## src/rtl/stoch_fsm_act_if.sv

```systemverilog
// ----------------------------------------------------------------------------
// stoch_fsm_act_if
//   Stream bundle between a stochastic bitstream source, the stoch_fsm_act
//   activation unit and the bitstream consumer.
//
//   Signals:
//     in_valid  - X bits are valid this cycle (driven by upstream)
//     X[CH]     - input bitstream bits, one per channel (driven by upstream)
//     Y[CH]     - output bitstream bits, one per channel (driven by the unit)
//     out_valid - Y is valid this cycle (driven by the unit)
//
//   Modports:
//     master - upstream/consumer side: drives in_valid and X, observes Y and out_valid
//     slave  - activation unit side: observes in_valid and X, drives Y and out_valid
// ----------------------------------------------------------------------------
interface stoch_fsm_act_if #(
  parameter int CH = 4
);
  logic          in_valid;
  logic [CH-1:0] X;
  logic [CH-1:0] Y;
  logic          out_valid;

  modport master (
    output in_valid,
    output X,
    input  Y,
    input  out_valid
  );

  modport slave (
    input  in_valid,
    input  X,
    output Y,
    output out_valid
  );
endinterface

```

## src/rtl/stoch_fsm_act.sv

```systemverilog
// ----------------------------------------------------------------------------
// stoch_fsm_act
//   Multi-channel stochastic FSM activation unit. Each channel is an
//   independent saturating up/down counter over 0..N_STATES-1 stepped by a
//   bipolar stochastic bitstream. The output bit is a function of the next
//   state:
//     tanh mode : Y = 1 when state >= N_STATES/2   (~ tanh((N_STATES/2)*x))
//     exp  mode : Y = 1 when state <  N_STATES-G   (~ exp(-2*G*x))
//
//   Build option:
//     STOCH_ACT_EXP_EN - when defined, exp mode is compiled in and `mode`
//                        selects the output function. When undefined, `mode`
//                        is ignored and the output is always tanh.
//
//   Parameters:
//     CH       - number of independent channels
//     N_STATES - states per channel (power of two, 4..256)
//     G        - exp-mode threshold offset (1 <= G < N_STATES/2)
//
//   Ports:
//     clk  - clock, rising edge
//     rst  - asynchronous reset, active-low
//     clr  - synchronous reload of every channel state to N_STATES/2;
//            has priority over in_valid and discards X that cycle
//     mode - 0 = tanh, 1 = exp (only with STOCH_ACT_EXP_EN)
//     bus  - slave side of the stream bundle (in_valid, X in; Y, out_valid out)
//
//   Latency is one cycle: X sampled at an edge shows up on Y after that edge,
//   qualified by out_valid.
// ----------------------------------------------------------------------------
module stoch_fsm_act #(
  parameter int CH       = 4,
  parameter int N_STATES = 8,
  parameter int G        = 2
) (
  input  logic                clk,
  input  logic                rst,
  input  logic                clr,
  input  logic                mode,
  stoch_fsm_act_if.slave      bus
);

  // State width follows from the state count; not meant to be overridden.
  localparam int SW = $clog2(N_STATES);

  localparam logic [SW-1:0] MID_STATE = SW'(N_STATES / 2);
  localparam logic [SW-1:0] MAX_STATE = SW'(N_STATES - 1);
  localparam logic [SW-1:0] EXP_TH    = SW'(N_STATES - G);

  logic out_valid_reg;

`ifndef STOCH_ACT_EXP_EN
  // Without exp support the mode input and exp threshold have no load.
  logic unused_exp_cfg;
  assign unused_exp_cfg = mode ^ (^EXP_TH);
`endif

  genvar gi;
  generate
    for (gi = 0; gi < CH; gi++) begin : g_ch
      logic [SW-1:0] state_reg;
      logic [SW-1:0] state_next;
      logic          y_reg;
      logic          y_next;

      // Saturating step: never wraps past either end of the range.
      always_comb begin
        state_next = state_reg;
        if (bus.X[gi]) begin
          if (state_reg != MAX_STATE) state_next = state_reg + 1'b1;
        end else begin
          if (state_reg != '0) state_next = state_reg - 1'b1;
        end
      end

      // Output function is evaluated on the state being loaded, so Y
      // reflects this cycle's input bit with a single register of latency.
`ifdef STOCH_ACT_EXP_EN
      always_comb begin
        y_next = (state_next >= MID_STATE);
        if (mode) y_next = (state_next < EXP_TH);
      end
`else
      always_comb begin
        y_next = (state_next >= MID_STATE);
      end
`endif

      always_ff @(posedge clk or negedge rst) begin
        if (!rst) begin
          state_reg <= MID_STATE;
          y_reg     <= 1'b0;
        end else if (clr) begin
          state_reg <= MID_STATE;
          y_reg     <= 1'b0;
        end else if (bus.in_valid) begin
          state_reg <= state_next;
          y_reg     <= y_next;
        end
      end

      assign bus.Y[gi] = y_reg;
    end
  endgenerate

  // out_valid is a registered copy of in_valid, forced low by clr.
  always_ff @(posedge clk or negedge rst) begin
    if (!rst) begin
      out_valid_reg <= 1'b0;
    end else if (clr) begin
      out_valid_reg <= 1'b0;
    end else begin
      out_valid_reg <= bus.in_valid;
    end
  end

  assign bus.out_valid = out_valid_reg;

endmodule

```

## src/flat_wrapper.sv

```systemverilog
// flat-port wrapper written by rule: the top's interface ports become plain ports
module stoch_fsm_act_flat 
#(
  parameter int CH       = 4,
  parameter int N_STATES = 8,
  parameter int G        = 2
)
  (clk, rst, clr, mode, bus_in_valid, bus_X, bus_Y, bus_out_valid);
  stoch_fsm_act_if #(.CH(CH)) bus_i ();
  input  logic clk;
  input  logic rst;
  input  logic clr;
  input  logic mode;
  input wire logic [$bits(bus_i.in_valid)-1:0] bus_in_valid;
  input wire logic [$bits(bus_i.X)-1:0] bus_X;
  output wire logic [$bits(bus_i.Y)-1:0] bus_Y;
  output wire logic [$bits(bus_i.out_valid)-1:0] bus_out_valid;
  assign bus_i.in_valid = bus_in_valid;
  assign bus_i.X = bus_X;
  assign bus_Y = bus_i.Y;
  assign bus_out_valid = bus_i.out_valid;
  stoch_fsm_act #(.CH(CH), .N_STATES(N_STATES), .G(G)) u_core (.clk(clk), .rst(rst), .clr(clr), .mode(mode), .bus(bus_i));
endmodule
```

## config.mk

```make
export PLATFORM = sky130hd
export DESIGN_NAME = stoch_fsm_act_flat
export DESIGN_NICKNAME = d
export VERILOG_FILES = /design/src/rtl/stoch_fsm_act_if.sv /design/src/rtl/stoch_fsm_act.sv /design/src/flat_wrapper.sv
export SDC_FILE = /design/constraint.sdc
export NUM_CORES = 1
export LEC_CHECK = 0
export ABC_CLOCK_PERIOD_IN_PS = 1900
export CAP_MARGIN = 20
export CORE_ASPECT_RATIO = 0.6
export CORE_MARGIN = 2
export CORE_UTILIZATION = 40
export CTS_CLUSTER_SIZE = 24
export DETAILED_ROUTE_END_ITERATION = 7
export GPL_ROUTABILITY_DRIVEN = 1
export HOLD_SLACK_MARGIN = 0.08
export PLACE_DENSITY = 0.6
export SLEW_MARGIN = 20
export SYNTH_ARGS = -nofsm -noshare
export SYNTH_HDL_FRONTEND = slang
export SYNTH_SLANG_ARGS = --single-unit
```

## constraint.sdc

```tcl
create_clock -name clk -period 1.9 [get_ports clk]
set_input_delay 0.57 -clock clk [delete_from_list [all_inputs] [get_ports clk]]
set_output_delay 0.57 -clock clk [all_outputs]
set_load 0.02 [all_outputs]
```

==> impl_metrics.ini, run 1 <==
[setup_path]
worstPathCellList = clkdlybuf4s50_1
critPathCaptureType = output pin
worst-path-max-fanout = 2
crit_buf_inv = 1
worstPathArrival_ps = 1220
slowest_delay_ps = 610
cp-start-kind = flip-flop
cp_slowest_cell = clkdlybuf4s50_1
critPathKind = flip-flop to output pin
crit_family = buffers and inverters
cp_data_required_time_ps = 1330

[clock_tree]
clock_latency_ps = 250
h-tree-depth = 1
post_cts_resized = 0
numCtsBuffers = 3
cts.root.buffer_cell = clkbuf_8
postCtsSetupRepairBufs = 0
clkTransAtPathRegs_ps = 70
postCtsHoldBufs = 0
clockBufferDepth = 2
cts_tree = done
cts.sinks = 17

[power_and_ir_drop]
ir_drop_mv = 0.322
leakage_nw = 0.611
power_mw = 1.06
p_per_area_nw_per_um2 = 746

[sta]
fmax_mhz = 559
skew_ps = 0.532
finalHoldViolations = 0
holdWs_ps = 541
relSlewSlack = 0.788
worst_pin_slew_ps = 314
setup_viol = 0
rsz0062_at_grt = false
period_needed_ps = 1790
fin_crit_sh = 0.941
final_max_slew_viol_count = 0

[global_routing]
grt_start_max_net_pins = 18
grt_pass1_wl_mm = 3.95
antenna_found_initial = 0
globalRouteTotalUtil = 0.152
grt_pass1_vias = 897
grt-ovfl-total = 0

[place]
portBuffers = 12
gp_congestion = 0.854
hpwl_mm = 1.79

[floorplan]
die_width_um = 74.5
num_rows = 15
io_pins = 14
coreArea_um2 = 2850
die_area_um2 = 3440
start_util = 0.418
die-height_um = 46.3

[route]
vias_per_cell = 5.09
drt_pass1_iterations = 4
first_iter_violations = 59
ant_nets = 0
wl_mm = 2.31
wl_per_cell_um = 12.0
dr_total_vias = 977
drcViolationCount = 0

[layout]
fin_nets = 172
diodes = 0
largest_reg_flops = 12
area_growth_pct = 19.2
drive_gt1_frac = 0.107

[synth]
synth_seq_cells = 17
yosysUniqueCellTypes = 35
syn_nets = 155
synthesis.area_um2 = 1190
syn-mean-instance-area_um2 = 8.89
ys_seq_area_frac = 0.361
syn_inst = 134
yosysWarnings = 0

[flow_run]
drv_cap = 0

[min_path]
min_path_type = flip-flop to flip-flop

[run_status]
status = completed
synth_stat cells:
| cell | number | area (um^2) |
|---|---|---|
| inv_1 | 13 | 48.8 |
| clkbuf_1 | 2 | 7.51 |
| buf_2 | 1 | 5.00 |
| a21oi_1 | 3 | 15.0 |
| a32o_1 | 1 | 10.0 |
| o22a_1 | 1 | 8.76 |
| a21boi_1 | 1 | 7.51 |
| a21boi_0 | 1 | 7.51 |
| nor4b_1 | 2 | 17.5 |
| o21ai_1 | 2 | 10.0 |
| buf_4 | 4 | 30.0 |
| nand2_1 | 6 | 22.5 |
| nor3_2 | 1 | 10.0 |
| o311ai_1 | 3 | 26.3 |
| a41oi_1 | 2 | 17.5 |
| o31ai_1 | 1 | 7.51 |
| a211o_1 | 1 | 8.76 |
| nor2_1 | 14 | 52.6 |
| xnor2_1 | 4 | 35.0 |
| or3_1 | 1 | 6.26 |
| o21ai_0 | 5 | 25.0 |
| nor2b_1 | 3 | 18.8 |
| o21bai_1 | 4 | 30.0 |
| nor3_1 | 6 | 30.0 |
| a31oi_1 | 1 | 6.26 |
| a22o_1 | 1 | 8.76 |
| dfstp_2 | 4 | 105 |
| dfrtp_1 | 13 | 325 |
| o22ai_1 | 1 | 6.26 |
| ha_1 | 12 | 150 |
| o211ai_1 | 7 | 52.6 |
| nand3_1 | 4 | 20.0 |
| and3_1 | 1 | 6.26 |
| nand2b_1 | 7 | 43.8 |
| a31o_1 | 1 | 8.76 |
layer usage:
| metal | GRT usage | part of all wire |
|---|---|---|
| met3 | 0.0460 | 0.044 |
| met1 | 0.225 | 0.53 |
| met5 | 0 | 0 |
| met4 | 0.0107 | 0 |
| met2 | 0.228 | 0.43 |
final timing paths:
path                       slack, ps  depth (start not counted)                          end                         from
setup / recovery                 110                          1                     bus_Y[3]         u_core.g_ch[3].y_reg
hold / removal                   540                          2         u_core.g_ch[3].y_reg         u_core.g_ch[3].y_reg
setup reg to reg                 340                          5  u_core.g_ch[3].state_reg[1]  u_core.g_ch[3].state_reg[1]
hold reg to reg                  540                          2         u_core.g_ch[3].y_reg         u_core.g_ch[3].y_reg
max in group asynchronous       1000                          2  u_core.g_ch[1].state_reg[2]                          rst
min in group asynchronous        640                          2  u_core.g_ch[0].state_reg[1]                          rst
placed cells by master (no fill, tap or decap), types with 2 or more instances in the layout:
cell type        count
nand3_1              4
clkdlybuf4s50_1     12
o21bai_1             4
nor2b_1              3
xnor2_1              4
a41oi_1              2
nand2_1              6
o211ai_1             7
nor2_1              14
nor4b_1              2
o21ai_0              5
inv_1               13
a21oi_1              3
buf_4                7
o21ai_1              2
clkbuf_8             3
ha_1                12
o311ai_1             3
dfrtp_1             13
nor3_1               6
dfstp_2              4
nand2b_1             7
layout make-up:
cell class                      instances  area, um^2
Fill cell                             271        1430
Tap cell                               42        52.6
Timing Repair Buffer                   19         173
Multi-Input combinational cell         97         669
Clock buffer                            3        41.3
Clock inverter                          1        5.00
Sequential cell                        17         430
Inverter                               13        48.8
logic make-up after synthesis:
| family | Yosys count | synth area share |
|---|---|---|
| flops | 17 | 0.361 |
| simple gates | 45 | 0.191 |
| buf+inv | 20 | 0.0767 |
| fa+ha+maj | 12 | 0.126 |
| compound gates | 36 | 0.215 |
| xor+xnor | 4 | 0.0294 |
worst register-to-register path: cells and delay by family (launching register included):
family | cells | cell delay (ps)
AOI/OAI and AO/OA | 2 | 300
and+or+nand+nor | 1 | 350
adders and majority gates | 1 | 250
buffers and inverters | 1 | 140
DFF | 1 | 420
power by group:
part	total [mW]	leakage [nW]	switching, mW	internal [mW]
Combinational	0.341	0.374	0.180	0.161
Clock	0.270	0.0255	0.125	0.145
Sequential	0.449	0.211	0.0396	0.409
Total	1.06	0.611	0.344	0.715
through the flow:
stage	instance area [um^2]	TNS [ps]	util	setup WS, ps	instances
final	1420	0	0.498	113	192
after global routing	1420	0	0.498	61.3	192
after floorplan	1190	0	-	482	134
after CTS	1420	0	0.498	91.0	192
after global placement	1370	0	0.482	1.66	188
after detailed placement	1370	-14.8	0.482	-8.80	188
Note: power is estimated with default switching activity, not from simulation.
==> inputs of run 2 (changes only) <==
CAP_MARGIN = unset   (was 20)
CORE_UTILIZATION = 55   (was 40)
PLACE_DENSITY = 0.79   (was 0.6)
==> impl_metrics.ini, run 2 (synthesis results as in run 1) <==
[floorplan]
die_width_um = 64.1
start_util = 0.615
die-height_um = 40.0
io_pins = 14
die_area_um2 = 2570
coreArea_um2 = 1940
num_rows = 12

[global_routing]
antenna_found_initial = 0
grt-ovfl-total = 0
grt_pass1_wl_mm = 4.23
grt_start_max_net_pins = 18
grt_pass1_vias = 991
globalRouteTotalUtil = 0.224

[clock_tree]
clockBufferDepth = 2
clock_latency_ps = 300
postCtsSetupRepairBufs = 0
numCtsBuffers = 3
clkTransAtPathRegs_ps = 110
cts.root.buffer_cell = clkbuf_4
h-tree-depth = 1
cts_tree = done
cts.sinks = 17

[layout]
largest_reg_flops = 12
final_cell_mix = nor2_1, inv_1, dfrtp_1
fin_nets = 172
final_cells = 178
fin_area_um2 = 1390
postLayoutCoreUtil = 0.716
diodes = 0
area_growth_pct = 16.4
layout_commonest_cell = nor2_1
drive_gt1_frac = 0.107

[sta]
period_needed_ps = 1830
holdWs_ps = 551
finalHoldViolations = 0
skew_ps = 8.81
fin_ws_ps = 68.3
fin_crit_sh = 0.964
fin_tns_setup_ps = 0
final_max_slew_viol_count = 0
fmax_mhz = 546
worst_pin_slew_ps = 308
relSlewSlack = 0.792
setup_viol = 0
rsz0062_at_grt = false

[setup_path]
critPathKind = flip-flop to output pin
slowest_delay_ps = 600
worstPathCellList = clkdlybuf4s50_1
cp_slowest_cell = clkdlybuf4s50_1
crit_buf_inv = 1
crit_family = buffers and inverters
critPathCaptureType = output pin
worstPathArrival_ps = 1260
worst-path-max-fanout = 2
cp_data_required_time_ps = 1330
cp-start-kind = flip-flop

[route]
dr_total_vias = 984
first_iter_violations = 107
drcViolationCount = 0
wl_per_cell_um = 13.8
drt_pass1_iterations = 5
wl_mm = 2.45
vias_per_cell = 5.53
ant_nets = 0

[power_and_ir_drop]
leakage_nw = 0.617
power_uw = 992
p_per_area_nw_per_um2 = 715
ir_drop_mv = 0.498

[place]
place_ws_ps = -32.3
hpwl_mm = 1.90
place_area_um2 = 1360
gp_congestion = 0.816
portBuffers = 12
place_inst = 174

[min_path]
min_path_type = flip-flop to flip-flop

[run_status]
status = completed

[flow_run]
drv_cap = 0
-- run 2: changes by cell type in the layout (fill, tap and decap cells not counted), sizes merged --
cell and delta:
dlymetal6s2s +1, clkdlybuf4s50 -1
-- run 2: layer usage --
| metal | vias up | track usage | share of wire |
|---|---|---|---|
| li1 | 499 | - | - |
| met1 | 454 | 0.268 | 0.49 |
| met2 | 28 | 0.393 | 0.46 |
| met3 | 3 | 0.0702 | 0.051 |
| met4 | 0 | 0.0815 | 0.0033 |
| met5 | - | 0 | 0 |
-- run 2: path summary, 6_finish.rpt --
check                                       startpoint                          end  slack (ps)  cells past startpoint
max                               u_core.g_ch[3].y_reg                     bus_Y[3]          70                      1
min                               u_core.g_ch[1].y_reg         u_core.g_ch[1].y_reg         550                      2
max reg2reg                u_core.g_ch[2].state_reg[1]  u_core.g_ch[2].state_reg[1]         320                      5
min reg2reg                       u_core.g_ch[1].y_reg         u_core.g_ch[1].y_reg         550                      2
max in group asynchronous                          rst  u_core.g_ch[1].state_reg[2]        1060                      2
min in group asynchronous                          rst         u_core.g_ch[0].y_reg         580                      2
-- run 2: final cells by class --
cell class,count,area (um^2)
Sequential cell,17,430
Timing Repair Buffer,19,175
Clock buffer,3,22.5
Tap cell,28,35.0
Inverter,13,48.8
Fill cell,135,551
Clock inverter,1,5.00
Multi-Input combinational cell,97,669
-- run 2: repair_timing --
action	4_1_cts	5_1_grt
hold buffers	0	0
endpoints found under the setup margin	0	1
resized for setup	0	1
endpoints found under the hold margin	0	0
-- run 2: power by group --
part           switching [mW]  internal [mW]
sequential             0.0417          0.409
combinational           0.183          0.160
clock                   0.120         0.0785
total                   0.345          0.647
